<file path="config.mk">
export PLATFORM = sky130hd
export DESIGN_NAME = mem_access_ctrl
export DESIGN_NICKNAME = d
export VERILOG_FILES = /design/src/rtl/mem_access_ctrl.sv
export SDC_FILE = /design/constraint.sdc
export NUM_CORES = 1
export LEC_CHECK = 0
export ABC_AREA = 1
export ABC_CLOCK_PERIOD_IN_PS = 2000
export CORE_UTILIZATION = 40
export CTS_CLUSTER_DIAMETER = 40
export DETAILED_ROUTE_END_ITERATION = 7
export PLACE_DENSITY_LB_ADDON = 0.05
export SETUP_SLACK_MARGIN = 0.2
export SLEW_MARGIN = 10
export SYNTH_ARGS = -nofsm -noshare
export SYNTH_HDL_FRONTEND = slang
export SYNTH_SLANG_ARGS = --single-unit
</file>
<file path="constraint.sdc">
create_clock -name clk -period 2 [get_ports clk]
set_clock_uncertainty 0.2 [all_clocks]
set_input_delay 0.4 -clock clk [delete_from_list [all_inputs] [get_ports clk]]
set_output_delay 0.4 -clock clk [all_outputs]
set_load 0.05 [all_outputs]
</file>
<file path="src/rtl/mem_access_ctrl.sv">
// Memory-stage access controller for a simple load/store pipeline.
// Classifies each requested operation, issues a single data-memory
// request for aligned loads/stores, waits for the completion strobe
// with a bounded wait, and reports completion with a one-cycle done
// pulse plus an error flag. busy stalls the pipeline outside IDLE.
module mem_access_ctrl #(
  // Number of ACCESS cycles without mem_ack before the access is aborted.
  // The wait counter is 5 bits wide, so TIMEOUT must lie in 1..32.
  parameter int TIMEOUT = 16
) (
  input  logic        clk,
  input  logic        reset,
  input  logic        start,
  input  logic        MemRead,
  input  logic        MemWrite,
  input  logic [31:0] ALU_Result,
  input  logic [31:0] Write_data,
  input  logic        mem_ack,
  input  logic [31:0] mem_rdata,
  output logic        mem_req,
  output logic        mem_we,
  output logic [31:0] mem_addr,
  output logic [31:0] mem_wdata,
  output logic [31:0] Read_data,
  output logic        busy,
  output logic        done,
  output logic        error
);

  typedef enum logic [1:0] {
    IDLE   = 2'd0,
    ACCESS = 2'd1,
    DONE   = 2'd2
  } state_t;

  // Last counter value of an access; reaching it without mem_ack aborts.
  localparam logic [4:0] WAIT_LAST = 5'(TIMEOUT - 1);

  state_t      state_q, state_d;
  logic [4:0]  wait_cnt_q, wait_cnt_d;
  logic [31:0] addr_q, addr_d;
  logic [31:0] wdata_q, wdata_d;
  logic [31:0] rdata_q, rdata_d;
  logic        we_q, we_d;
  logic        err_q, err_d;

  // Operation classification of the request presented at start.
  logic no_mem_op;   // neither load nor store: ALU pass-through
  logic illegal_op;  // load and store requested together
  logic misaligned;  // single memory op to a non word-aligned address

  assign no_mem_op  = ~MemRead & ~MemWrite;
  assign illegal_op = MemRead & MemWrite;
  assign misaligned = (MemRead ^ MemWrite) & (|ALU_Result[1:0]);

  // Next-state and datapath-update logic; every register holds by default.
  always_comb begin
    state_d    = state_q;
    wait_cnt_d = wait_cnt_q;
    addr_d     = addr_q;
    wdata_d    = wdata_q;
    rdata_d    = rdata_q;
    we_d       = we_q;
    err_d      = err_q;

    case (state_q)
      IDLE: begin
        if (start) begin
          // Request fields are captured for every started operation so
          // the memory-side outputs reflect the latest request.
          addr_d     = ALU_Result;
          wdata_d    = Write_data;
          we_d       = MemWrite;
          wait_cnt_d = 5'd0;
          if (no_mem_op) begin
            state_d = DONE;
            err_d   = 1'b0;
          end else if (illegal_op || misaligned) begin
            state_d = DONE;
            err_d   = 1'b1;
          end else begin
            state_d = ACCESS;
            err_d   = 1'b0;
          end
        end
      end

      ACCESS: begin
        // An acknowledge always wins, even in the final wait cycle.
        if (mem_ack) begin
          state_d = DONE;
          err_d   = 1'b0;
          // Only loads update Read_data; stores never touch it.
          if (!we_q) begin
            rdata_d = mem_rdata;
          end
        end else if (wait_cnt_q == WAIT_LAST) begin
          state_d = DONE;
          err_d   = 1'b1;
        end else begin
          wait_cnt_d = wait_cnt_q + 5'd1;
        end
      end

      DONE: begin
        state_d = IDLE;
      end

      default: begin
        state_d = IDLE;
      end
    endcase
  end

  // State and datapath registers with synchronous reset.
  always_ff @(posedge clk) begin
    if (reset) begin
      state_q    <= IDLE;
      wait_cnt_q <= 5'd0;
      addr_q     <= 32'h0;
      wdata_q    <= 32'h0;
      rdata_q    <= 32'h0;
      we_q       <= 1'b0;
      err_q      <= 1'b0;
    end else begin
      state_q    <= state_d;
      wait_cnt_q <= wait_cnt_d;
      addr_q     <= addr_d;
      wdata_q    <= wdata_d;
      rdata_q    <= rdata_d;
      we_q       <= we_d;
      err_q      <= err_d;
    end
  end

  // Outputs are decoded from registered state only, so they are glitch
  // free and stay stable for the whole ACCESS phase.
  assign mem_req   = (state_q == ACCESS);
  assign mem_we    = we_q;
  assign mem_addr  = addr_q;
  assign mem_wdata = wdata_q;
  assign Read_data = rdata_q;
  assign busy      = (state_q != IDLE);
  assign done      = (state_q == DONE);
  assign error     = done & err_q;

endmodule

</file>
==> metrics.md <==
| Metric | Value |
|---|---|
| Outcome | complete, no violations |
| Die height | 102 microns |
| Total power | 5.16 mW |
| Initial Util | 0.421 |
| Clock Latency Late Sink | between 300 and 400 ps |
| Routed wire length | ~10 mm |
| Remaining DRCs | 0 |
| Post-route insts no fill | 823 |
| GRT overflow | 0 |
| Die X-Extent | between 100 and 150 microns |
| Vias in the first global route | 3,721 |
| Nets | about 800 |
| CTS tree | done |
| Num rows | 35 |
| Clock buffer depth | 2 |
| Syn Inst Count | between 400 and 500 |
| Unrepaired setup endpoints after global routing | true |
| Synth Warn # | 0 |
| Fin. Hold Viols | 0 |
| Layout cell share with drive strength beyond 1 | 0.228 |
| Placed cells | 807 |
| Clk sinks | between 100 and 150 |
| Largest net degree at the start of global routing | 55 |
| Data arrival time of the critical path | around 1200 ps |
| Vias per inst | approximately 4.7 |
| Worst setup EP type | primary output |
| Syn Nets | 602 |
| Io pins | just over 200 |
| Fmax | between 500 and 600 MHz |
| CTS Buf Count | 9 |
| Setup TNS | 0 ps |
| Peak supply drop | around 0.44 mV |
| Post-synthesis compound-gate area fraction | 0.136 |
| Final ANT Viol Nets | 0 |
| Worst EP required | about 1400 ps |
| Setup crit start | state_q[1] |
| CTS Hold Bufs | 0 |
| Pint | 3.49 mW |
| Synthesized-area fraction occupied by adder cells | 0.0126 |
| Stages on worst setup path | 3 |
| Power Density | between 800 and 900 mW/mm^2 |
| First-pass GRT wire length | approximately 17 mm |
| Worst-path cell chain | inv_2, nor2_1, buf_12 |
| Initial antenna violation count | 0 |
| All-Layer GR Usage | 0.203 |
| Combinational power share | 0.267 |
| Max Slew Vio Count | 0 |
| Worst-case reg-to-reg path depth | 10 |
| Area grow syn2layout | 54.5% |
| Switching share of power | 0.324 |
| Period utilisation layout | 0.888 |
| Share of power burned in registers | 0.449 |
| Psw | 1.67 mW |
| Post-synthesis mux area share | 0 |
| Xor and xnor area share after synthesis | 0 |
| Clock share of power | 0.284 |
| Detailed Route Iter0 Violations | around 130 |
| Slew @ Worst Pin | ~270 ps |
| Sum of buffers and inverters on the critical path | 2 |
| Most frequent cells in the layout | nor2_1 (136), buf_4 (109), dfxtp_1 (101), clkdlybuf4s50_1 (101), o21ai_0 (66) |
| CP Capture Point | done |
| Distinct cells, synth | 22 |
| Die area | 0.0103 sq mm |
| Reg2Reg Setup Slack | 340 ps |
| Sequential area share after synthesis | 0.530 |
| CP peak stage delay | between 300 and 400 ps |
| Core area | 0.00942 sq mm |
| Crit path max-delay family | flip-flops |
| Maxcap violations | 0 |
| Port Buffers | roughly 200 |
| Diodes inserted | 0 |
| Mean post-synth cell area | roughly 8 sq um |
| Reg2reg end | wait_cnt_q[3] |
| Post-CTS Repair Setup Buffers | 0 |
| Drt pass-1 iters | 4 |
| Syn Std Cell Area | roughly 0.0040 sq mm |
| Via count | between 3,000 and 4,000 |
| Worst path slowest cell | dfxtp_2 |
| Routed length per instance | around 13 microns |
| Hold Crit Class | reg2reg |
| Synth Area in Simple Gates | 0.252 |
| Root Driver | clkbuf_8 |
| Leakage | 2.58 nW |
| Max_slew headroom | 0.821 |
| CP Launch Type | flip-flop |
| Final setup fails | 0 |
| Crit Reg-Reg Startpoint | wait_cnt_q[0] |
| Most common cell after layout, fill and taps aside | nor2_1 |
| CTS clk-pin slew, worst paths | approximately 90 ps |
| Fin crit period | roughly 1800 ps |
| Main combinational cell family by area after synthesis | simple AND/OR/NAND/NOR gates |
| Hpwl dp | 7.55 mm |
| Gpl congestion | roughly 0.8 |
| H-Tree Depth | 3 |
| Critical-path maximum fanout | 4 |
| Seq cells post-synth | about 110 |
| Setup CP Type | reg2out |
## cell families (layout without fill, tap and decap cells)
family,after synthesis,count (layout)
AND/OR/NAND/NOR,230,230
AO/OA/AOI/OAI,108,108
flip-flops,105,105
buffers and inverters,49,247
adder cells (fa/ha/maj),4,4
## timing repair
item | 4_1_cts | 5_1_grt
pin swaps | 0 | 1
endpoints found under the setup margin | 3 | 8
resized for setup | 2 | 6
## power groups by stage
stage          logic [mW]  clock network, mW  registers, mW
2_1_floorplan       0.380                  0           2.84
3_3_place_gp         1.37                  0           2.36
3_5_place_dp         1.38                  0           2.36
4_1_cts              1.39               1.51           2.32
5_1_grt              1.48               1.58           2.34
6_report             1.38               1.47           2.32
## per-layer routing
metal,up-vias,GRT usage,share of wire
met5,-,0,0
li1,1989,-,-
met3,12,0.0676,0.086
met1,1738,0.238,0.42
met2,139,0.346,0.48
met4,0,0.0713,0.014
## sequential cells by signal, summed over array words and instances (netlist names)
name,count
state_q,2
mem_addr,32
Read_data,32
mem_wdata,32
err_q,1
mem_we,1
wait_cnt_q,5
## through the flow
stage	setup slack [ps]	hold WS, ps	area [sq um]	util
final	225	241	6130	0.651
after global routing	170	268	6130	0.651
after CTS	200	268	6110	0.649
after detailed placement	35.9	254	5880	0.625
after global placement	94.8	247	5880	0.625
after floorplan	280	231	3970	-
## how the worst min path moves through the flow
stage	start	end	slack, ps	cells after the start
2_1_floorplan	wait_cnt_q[0]	wait_cnt_q[0]	230	1
3_3_place_gp	wait_cnt_q[0]	wait_cnt_q[0]	250	1
3_5_place_dp	Read_data[27]	Read_data[27]	250	2
4_1_cts	Read_data[27]	Read_data[27]	270	2
5_1_grt	wait_cnt_q[0]	wait_cnt_q[0]	270	1
6_report	wait_cnt_q[0]	wait_cnt_q[0]	240	1
## synth_stat cells
library cell  number  area, sq um
a21oi_1           40          200
nor2_2             2         12.5
dfxtp_1          105         2100
nand3_2            9         90.1
buf_1              1         3.75
buf_6              7         78.8
nand3_4            1         17.5
nor3_1             2         10.0
inv_1             10         37.5
nand2_4            2         22.5
nor2_1           137          514
nand3_1           29          145
inv_2              4         15.0
o21ai_1            2         10.0
ha_1               4         50.1
o21ai_0           66          330
buf_2             13         65.1
nand2_1           47          176
buf_4              3         22.5
clkbuf_1          10         37.5
nor2_4             1         11.3
buf_8              1         15.0
## area by class of cell
type / instances / area [sq um]
Clock inverter: 6 / 90.1
Inverter: 14 / 52.6
Sequential cell: 105 / 2110
Multi-Input combinational cell: 342 / 1610
Clock buffer: 10 / 138
Tap cell: 129 / 161
Fill cell: 842 / 3290
Timing Repair Buffer: 217 / 1970
(Power assumes the default switching activity.)
